==> src/rtl/cfir_pkg.sv <==
// CIC compensation FIR: shared constants, coefficient table, FSM state type.
// Coefficients are S[18,17], symmetric around tap 10, sum ~1.078.
package cfir_pkg;

  localparam int WIN    = 16;
  localparam int WOUT   = 16;
  localparam int COEF_W = 18;
  localparam int NTAPS  = 21;
  localparam int WACC   = 40;

  localparam logic signed [COEF_W-1:0] COEF [NTAPS] = '{
    -18'sd120,   18'sd210,  -18'sd340,   18'sd520,
    -18'sd780,   18'sd1150, -18'sd1720,  18'sd2700,
    -18'sd5000,  18'sd14000, 18'sd120000,
     18'sd14000, -18'sd5000,  18'sd2700, -18'sd1720,
     18'sd1150,  -18'sd780,   18'sd520,  -18'sd340,
     18'sd210,   -18'sd120
  };

  typedef enum logic [1:0] {
    IDLE = 2'd0,
    MAC  = 2'd1,
    OUT  = 2'd2
  } cfir_state_t;

endpackage

==> src/rtl/cfir_sbuf.sv <==
// Circular sample buffer with one write port and two taps
// addressed as offsets back from the newest sample.
module cfir_sbuf #(
  parameter int Win   = 16,
  parameter int Ntaps = 21,
  parameter int AW    = $clog2(Ntaps)
) (
  input  logic           clk,
  input  logic           rst_n,
  input  logic           we_i,
  input  logic [Win-1:0] wdata_i,
  input  logic [AW-1:0]  offa_i,
  input  logic [AW-1:0]  offb_i,
  output logic [Win-1:0] rda_o,
  output logic [Win-1:0] rdb_o
);

  logic [Win-1:0] mem_q [Ntaps];
  logic [AW-1:0]  wr_q;
  logic [AW-1:0]  wr_d;
  logic [AW-1:0]  newest;

  function automatic logic [AW-1:0] tap_addr(
    input logic [AW-1:0] nw,
    input logic [AW-1:0] off
  );
    logic [AW:0] s;
    s = {1'b0, nw} + (AW+1)'(Ntaps) - {1'b0, off};
    if (s >= (AW+1)'(Ntaps))
      s = s - (AW+1)'(Ntaps);
    return s[AW-1:0];
  endfunction

  assign wr_d = (wr_q == AW'(Ntaps-1)) ? '0
              : wr_q + AW'(1);

  assign newest = (wr_q == '0) ? AW'(Ntaps-1)
                : wr_q - AW'(1);

  assign rda_o = mem_q[tap_addr(newest, offa_i)];
  assign rdb_o = mem_q[tap_addr(newest, offb_i)];

  always_ff @(posedge clk or negedge rst_n) begin
    if (!rst_n) begin
      wr_q <= '0;
      for (int i = 0; i < Ntaps; i++)
        mem_q[i] <= '0;
    end else if (we_i) begin
      mem_q[wr_q] <= wdata_i;
      wr_q        <= wr_d;
    end
  end

endmodule

==> src/rtl/cfir_dec.sv <==
// Folded symmetric FIR with one time-shared multiplier, decimation
// phase counter, round-half-up and saturation to S[Wout,Wout-1].
module cfir_dec
  import cfir_pkg::*;
#(
  parameter int Win   = WIN,
  parameter int Wout  = WOUT,
  parameter int Wcoef = COEF_W,
  parameter int Ntaps = NTAPS,
  parameter int D     = 2,
  parameter int Wacc  = WACC
) (
  input  logic            clk,
  input  logic            ic_rst_n,
  input  logic [Win-1:0]  id_data,
  input  logic            ic_val_data,
  output logic [Wout-1:0] od_data,
  output logic            oc_val_data,
  output logic            oc_ovr
);

  localparam int M  = (Ntaps + 1) / 2;
  localparam int KW = $clog2(M);
  localparam int PW = (D > 1) ? $clog2(D) : 1;
  localparam int AW = $clog2(Ntaps);
  localparam int PB = Win + 1 + Wcoef;

  cfir_state_t state_q, state_d;
  logic [KW-1:0]   k_q, k_d;
  logic [PW-1:0]   phase_q, phase_d;
  logic [Wacc-1:0] acc_q, acc_d;
  logic [Wout-1:0] od_q, od_d;
  logic            val_q, val_d;
  logic            ovr_q, ovr_d;
  logic            we;

  logic [AW-1:0]   offa, offb;
  logic [Win-1:0]  rda, rdb;

  assign offa = AW'(k_q);
  assign offb = AW'(Ntaps-1) - AW'(k_q);

  cfir_sbuf #(
    .Win   (Win),
    .Ntaps (Ntaps),
    .AW    (AW)
  ) u_sbuf (
    .clk     (clk),
    .rst_n   (ic_rst_n),
    .we_i    (we),
    .wdata_i (id_data),
    .offa_i  (offa),
    .offb_i  (offb),
    .rda_o   (rda),
    .rdb_o   (rdb)
  );

  logic              center;
  logic signed [Win:0]  pre;
  logic signed [PB-1:0] prod;
  logic [Wacc-1:0]      prod_x;

  // Centre tap has no mirror partner, so its second operand is zeroed.
  assign center = (k_q == KW'(M-1));
  assign pre = $signed({rda[Win-1], rda})
             + (center ? '0 : $signed({rdb[Win-1], rdb}));
  assign prod   = pre * COEF[k_q];
  assign prod_x = {{(Wacc-PB){prod[PB-1]}}, prod};

  logic signed [Wacc-1:0] rnd, shf;
  logic [Wout-1:0]        y;
  logic [Wacc-Wout:0]     hi;

  assign rnd = $signed(acc_q) + $signed(Wacc'(1) << (Wcoef-2));
  assign shf = rnd >>> (Wcoef-1);
  assign hi  = shf[Wacc-1:Wout-1];

  always_comb begin
    y = shf[Wout-1:0];
    if (!(hi == '0 || hi == '1))
      y = shf[Wacc-1] ? {1'b1, {(Wout-1){1'b0}}}
                      : {1'b0, {(Wout-1){1'b1}}};
  end

  always_comb begin
    state_d = state_q;
    k_d     = k_q;
    phase_d = phase_q;
    acc_d   = acc_q;
    od_d    = od_q;
    val_d   = 1'b0;
    ovr_d   = ovr_q;
    we      = 1'b0;
    if (ic_val_data && state_q != IDLE)
      ovr_d = 1'b1;
    unique case (1'b1)
      (state_q == IDLE): begin
        if (ic_val_data) begin
          we = 1'b1;
          if (phase_q == PW'(D-1)) begin
            phase_d = '0;
            state_d = MAC;
            k_d     = '0;
            acc_d   = '0;
          end else begin
            phase_d = phase_q + PW'(1);
          end
        end
      end
      (state_q == MAC): begin
        acc_d = acc_q + prod_x;
        if (center)
          state_d = OUT;
        else
          k_d = k_q + KW'(1);
      end
      (state_q == OUT): begin
        od_d    = y;
        val_d   = 1'b1;
        state_d = IDLE;
      end
      default: state_d = IDLE;
    endcase
  end

  always_ff @(posedge clk or negedge ic_rst_n) begin
    if (!ic_rst_n) begin
      state_q <= IDLE;
      k_q     <= '0;
      phase_q <= '0;
      acc_q   <= '0;
      od_q    <= '0;
      val_q   <= 1'b0;
      ovr_q   <= 1'b0;
    end else begin
      state_q <= state_d;
      k_q     <= k_d;
      phase_q <= phase_d;
      acc_q   <= acc_d;
      od_q    <= od_d;
      val_q   <= val_d;
      ovr_q   <= ovr_d;
    end
  end

  assign od_data     = od_q;
  assign oc_val_data = val_q;
  assign oc_ovr      = ovr_q;

endmodule

==> config.mk <==
export PLATFORM = sky130hd
export DESIGN_NAME = cfir_dec
export DESIGN_NICKNAME = d
export VERILOG_FILES = /design/src/rtl/cfir_pkg.sv /design/src/rtl/cfir_sbuf.sv /design/src/rtl/cfir_dec.sv
export SDC_FILE = /design/constraint.sdc
export NUM_CORES = 2
export LEC_CHECK = 0
export ABC_CLOCK_PERIOD_IN_PS = 16800
export BUFFER_PORTS_ARGS = -buffer_cell sky130_fd_sc_hd__buf_2
export CORE_MARGIN = 2
export CORE_UTILIZATION = 61
export DETAILED_ROUTE_END_ITERATION = 12
export GPL_ROUTABILITY_DRIVEN = 0
export GPL_TIMING_DRIVEN = 0
export PLACE_DENSITY = 0.77
export SLEW_MARGIN = 20
export SYNTH_ARGS = -nofsm -noshare
export SYNTH_HDL_FRONTEND = slang
export SYNTH_SLANG_ARGS = --single-unit
==> constraint.sdc <==
create_clock -name clk -period 16.8 [get_ports clk]
set_input_delay 2.52 -clock clk [delete_from_list [all_inputs] [get_ports clk]]
set_output_delay 2.52 -clock clk [all_outputs]
set_load 0.03 [all_outputs]
After elaboration in Yosys (flattened, before gate mapping)
Memories as Yosys holds them, arrays and structs flattened. Cells that the tools add are included.

Register bits after elaboration: 406. Latch bits: 0. RAM bits: 0. Bits in read-only memories: 576. Output and inout bits: 18. Logic and storage cells: 109. Memories: 1.

$add $sub $neg: 13. Multipliers: 1. Divide/modulo/power cells: 0. $lt $le $gt $ge: 7. Equality and inequality tests: 9. Shift operators: 0. Multiplexer cells: 33. Bitwise logic cells: 4. Reduce and logical (&&, ||, !) cells: 12.

Memories: (name not given) (depth 32, bits a word 18, rd ports 1, clocked after memory_dff 0, write ports 0, RTL line cfir_dec.sv:67) `assign prod = pre * COEF[k_q];`.

Operators with widths (number): $bwmux 336 (1); $bmux 16 s5 (2); $mux 16 (7); $demux 16 s5 (1); $mux 40 (2); $pmux 40 s2 (1); $add 40x18->40 const B (1); $add 40x40->40 (1); $mux 18 (2); $mul 17x18->35 (1); $eq 25x25->1 const B (1); $logic_not 25->1 (1); $mux 5 (4); $ge 6x6->1 const B (3); $not 5->6 (3); $add 17x17->17 (1); $mux 17 (1); $ge 6x5->1 const B (2); $mux 4 (3); $sub 5x5->5 const B (2); $ne 2x2->1 const B (4); $pmux 4 s2 (1); $add 5x5->6 const B (1); $ge 5x6->1 const B (1); 24 further kinds (32).

Longest topological paths before layout
Depth in word-level cells: 15. Gate-level depth with buffers: 69. Depth with buffers taken out: 64.

Cells and area by module
From an unflattened synthesis, not the netlist that was laid out.

Cell total of the unflattened synthesis: 3815. Area, all modules: 39834.5 µm².

By module, submodules not included: cfir_sbuf (instances 1, cells an instance 1931, area each 23402.4 µm², seq. area each 8533.2 µm²); cfir_dec (instances 1, cells an instance 1884, area each 16432.0 µm², seq. area each 1601.5 µm²).

Worst setup path before layout
Ideal clock, no wire load.

Kind: flip-flop to flip-flop. Start point: register u_sbuf.wr_q[4]. End point: register acc_q[35]. Setup time: 0.122 ns. Arrival time: 14.755 ns. Required time: 16.678 ns. Slack: 1.924 ns. Stages on the path, launching flop included: 67. Buffers on the path: 6. Path through: dfrtp_1 clkbuf_1 nor3_1 a21oi_1 ha_1 fa_1 clkbuf_1 inv_1 ha_1 nand2b_1 a32oi_2 and2_1 buf_4 xnor2_4 buf_6 buf_2 mux2i_1 o22ai_1 [... 31 more ...] o311ai_0 nand2_1 a21oi_1 nor2_1 nor2_1 xnor2_1 ha_1 a21o_1 a21o_1 a21oi_1 nand2_1 o211ai_1 a41oi_1 o21ai_1 a21boi_0 o21a_1 or3_1 a32o_1.

Word-level cells in the longest chain between the ends: 15.

RTL lines: start: declaration (RTL line cfir_sbuf.sv:19) `logic [AW-1:0] wr_q;`; start signal: assignment (RTL line cfir_sbuf.sv:50) `wr_q <= wr_d;`; $sub 5x1->5 / $logic_not 5->1 (equally long branches) (RTL line cfir_sbuf.sv:38, cfir_sbuf.sv:37); $mux 5 (*) (RTL line cfir_sbuf.sv:37) `assign newest = (wr_q == '0) ? AW'(Ntaps-1)`; $add 5x5->6 (*) (RTL line cfir_sbuf.sv:28) `s = {1'b0, nw} + (AW+1)'(Ntaps) - {1'b0, off};`; $sub 6x5->6 (RTL line cfir_sbuf.sv:28); $sub 5x5->5 / $ge 6x5->1 (equally long branches) (RTL line cfir_sbuf.sv:30, cfir_sbuf.sv:29); $mux 5 (RTL line cfir_sbuf.sv:29) `if (s >= (AW+1)'(Ntaps))`; $not 5->6 (not written as such) (RTL line cfir_sbuf.sv:41) `assign rdb_o = mem_q[tap_addr(newest, offb_i)];`; $bmux 16 s5 (RTL line cfir_sbuf.sv:41); $mux 16 (not written as such) (2 in a row) (RTL line cfir_sbuf.sv:41); $mux 17 (RTL line cfir_dec.sv:66) `+ (center ? '0 : $signed({rdb[Win-1], rdb}));`; $add 17x17->17 (*) (RTL line cfir_dec.sv:66); $mul 17x18->35 (*) (RTL line cfir_dec.sv:67); $add 40x40->40 (*) (RTL line cfir_dec.sv:111) `acc_d = acc_q + prod_x;`; $pmux 40 s2 (*) (RTL line cfir_dec.sv:96) `unique case (1'b1)`; end signal: assignment (RTL line cfir_dec.sv:131) `acc_q <= '0;`; end signal: assignment (RTL line cfir_dec.sv:139) `acc_q <= acc_d;`; end: declaration (RTL line cfir_dec.sv:31) `logic [Wacc-1:0] acc_q, acc_d;`.

Every way passes the cells marked *; elsewhere a longest branch is shown, timed or not. The select of a mux whose other input is x is not followed. A chain may end at the register's enable or synchronous reset.

Worst setup path after layout
Start point: register u_sbuf.wr_q[0]. End point: register acc_q[35].

The elaborated chain is that of the path after synthesis.

==> impl_metrics.ini <==
[outcome]
status = finished, final reports clean

[sta]
worstMarginPinSlew_ps = 1147
maxSlewHeadroom = 0.2305
hold_viol_final = 0
finalSetupTns_ps = 0
maxSlewViolCount = 0
min_period_ps = 16140
finalSetupViolations = 0
layout_setup_ws_ps = 659.4
skew_ps = 41.97
finalCritPeriodShare = 0.9607
max_freq_mhz = 61.96

[global_routing]
grt.total_usage = 0.3894
gr-total-overflow = 0
grt_pass1_wl_mm = 178.1
antenna_found_initial = 3
grt_max_degree = 104
first_global_vias = 30280

[routing]
vias = 30620
drt_iter0_markers = 3404
routed_wl_mm = 117.4
wl_per_cell_um = 25.23
drc = 0
vias_per_cell = 6.578
postRouteAntennaNets = 0
dr.pass1.iters = 8

[clocking]
clkLatencyLatePin_ps = 630
clockRootBuffer = clkbuf_16
cts_tree = yes
clkTransAtPathRegs_ps = 60
hold_buffers = 0
htree_levels = 2
cts.path.max_buffers = 3
cts_buffers = 44
numClockSinks = 405

[logic_synthesis]
syn-num-nets = 4230
yosysSeqAreaShare = 0.2819
yosys.area_share.adder = 0.2245
synth_simple_gate_area_share = 0.1304
synth.cell_area_mm2 = 0.03595
synth-xor-area-share = 0.03170
synth_cell_type_count = 89
synth_flop_cell = dfrtp_1
synth_edf_count = 0
synthMuxAreaShare = 0.1511
yosys_warnings = 0
avgSynthCellArea_um2 = 9.597
synthesis.instances = 3746
synth-seq-cells = 405
synth_top_family_by_area = adder cells
synth_compound_area_frac = 0.1160
synthArstFlopShare = 1.000

[critical_path]
crit_top_cell = fa_1
critPathLaunchType = register
critPathKind = register to register
critical_path.max_fanout = 10
cp.required_ps = 17310
crit_arrival_ps = 16650
critPathMaxStageDelay_ps = 540
crit_path_end_kind = register
cp_slowest_cell = fa_1

[layout]
drive_gt1_frac = 0.1680
fillCellCount = 4512
finalNonFillerCells = 4655
area_growth_pct = 9.035
multi_input_area_mm2 = 0.02384
seq_area_mm2 = 0.01013
num-nets-final = 4339

[place]
dp_cells = 4554
post-place-ws_ps = -1539
place_hpwl_mm = 87.02
port_buffers = 36

[floorplan]
dieArea_mm2 = 0.06090
rows = 88
boundaryPins = 37
die_w_um = 246.8
initial_utilization = 0.6196
die_height_um = 246.8
core_area_mm2 = 0.05803

[hold_path]
hp-class = register to register

[run]
drv_cap = 0
Yosys cell counts (14+ instances only):
cell type    n  share of area
nand2b_1    20         0.0035
buf_4       14         0.0029
buf_2       48         0.0067
o2111ai_1   16         0.0039
a21oi_1    131          0.018
nor2_1     208          0.022
o22a_1      14         0.0034
o21a_1      18         0.0038
nand2_1    567          0.059
and4_1      16         0.0039
nor3_1      30         0.0042
o21bai_1    16         0.0033
and3_1      14         0.0024
xor2_1      46          0.011
o211ai_1    16         0.0033
a32oi_1     30         0.0073
clkbuf_1   136          0.014
inv_1      365          0.038
mux2i_1    123          0.034
o22ai_1     35         0.0061
nor2b_1     16         0.0028
o21ai_0     97          0.014
nand4_1     24         0.0042
and2_1      26         0.0045
o221ai_1    16         0.0039
a21o_1      51          0.011
a31oi_1     36         0.0063
nand3_1    124          0.017
dfrtp_1    405           0.28
xnor2_1     76          0.019
fa_1       300           0.17
mux2_2     356           0.11
ha_1       165          0.057
a221o_1     15         0.0042
layout by cell type (no fill, tap or decap), types with 10 or more instances in the layout:
cell type / count
a211oi_1: 12
a21o_1: 51
a21oi_1: 123
a221o_1: 14
a22oi_1: 10
a31oi_1: 34
a32oi_1: 29
and2_1: 26
and3_1: 14
and4_1: 16
buf_2: 81
buf_4: 37
clkbuf_1: 134
clkbuf_16: 44
clkbuf_8: 11
dfrtp_1: 405
fa_1: 299
ha_1: 164
inv_1: 364
mux2_2: 356
mux2i_1: 121
nand2_1: 565
nand2b_1: 20
nand3_1: 122
nand4_1: 24
nor2_1: 205
nor2b_1: 16
nor3_1: 28
o2111ai_1: 15
o211ai_1: 16
o21a_1: 18
o21ai_0: 95
o21bai_1: 15
o221ai_1: 11
o22a_1: 14
o22ai_1: 34
xnor2_1: 72
xor2_1: 44
timing repair:
item | in CTS | in global routing
gates resized for setup | 28 | 76
endpoints found under the setup margin | 15 | 15
buffers inserted | 3 | 17
pin swaps | 1 | 11
worst max-delay path: cells and delay by family (launching register included):
kind / cells / cell delay [ps]
adder cells (fa/ha/maj): 12 / 4950
buffers and inverters: 9 / 1590
AND/OR/NAND/NOR: 9 / 1840
flip-flops: 1 / 370
multiplexers: 3 / 790
XOR/XNOR: 2 / 600
AO/OA/AOI/OAI: 26 / 5860
state kept, by name, summed over array words and instances, names as in the netlist:
signal	count
oc_ovr	1
phase_q	1
u_sbuf.wr_q	5
acc_q	39
od_data	16
k_q	4
oc_val_data	1
state_q	2
u_sbuf.mem_q	336
final timing paths:
path                                start  cells past startpoint                 to  slack, ps
hold reg to reg                    oc_ovr                      1             oc_ovr        480
setup / recovery           u_sbuf.wr_q[0]                     61          acc_q[35]        660
hold / removal                     oc_ovr                      1             oc_ovr        480
min in group asynchronous        ic_rst_n                      1          acc_q[30]       1810
setup reg to reg           u_sbuf.wr_q[0]                     61          acc_q[35]        660
max in group asynchronous        ic_rst_n                      4  u_sbuf.mem_q[163]      13290
cells by family (layout without fill, tap and decap cells):
| family | after synthesis | in the layout |
|---|---|---|
| DFF | 405 | 405 |
| muxes | 488 | 488 |
| AOI/OAI and AO/OA | 608 | 608 |
| buffers and inverters | 577 | 719 |
| adders and majority gates | 465 | 465 |
| and+or+nand+nor | 1078 | 1078 |
| other | 0 | 2 |
| xor gates and xnor gates | 125 | 125 |
metrics by stage:
step                      hold slack, ps  cell area [um2]    util
after detailed placement           462.7            37250  0.6419
after floorplan                    455.1            35950       -
after global placement             446.3            37090  0.6392
final                              480.9            39200  0.6756
after global routing               504.4            39200  0.6755
after CTS                          477.3            38790  0.6686
metal layers:
| metal | vias to the layer above | part of all wire | global-route usage |
|---|---|---|---|
| met2 | 2100 | 0.44 | 0.5936 |
| met4 | 2 | 0.094 | 0.3014 |
| met1 | 14870 | 0.35 | 0.4653 |
| met3 | 634 | 0.12 | 0.1125 |
| li1 | 13010 | - | - |
| met5 | - | 0.00011 | 0.001634 |
final cells by class:
type / count / share of cell area
multi-input combinational: 2764 / 0.6082
sequential: 405 / 0.2585
inverter: 368 / 0.03533
clock buffer: 69 / 0.03329
buffer: 207 / 0.02496
tap: 765 / 0.02442
timing repair buffer: 65 / 0.01264
clock inverter: 10 / 0.002458
antenna: 2 / 0.0001277
Power is left out: the tool's default activity adds up to more than one toggle a clock period on the data nets, which glitch-free logic cannot reach.
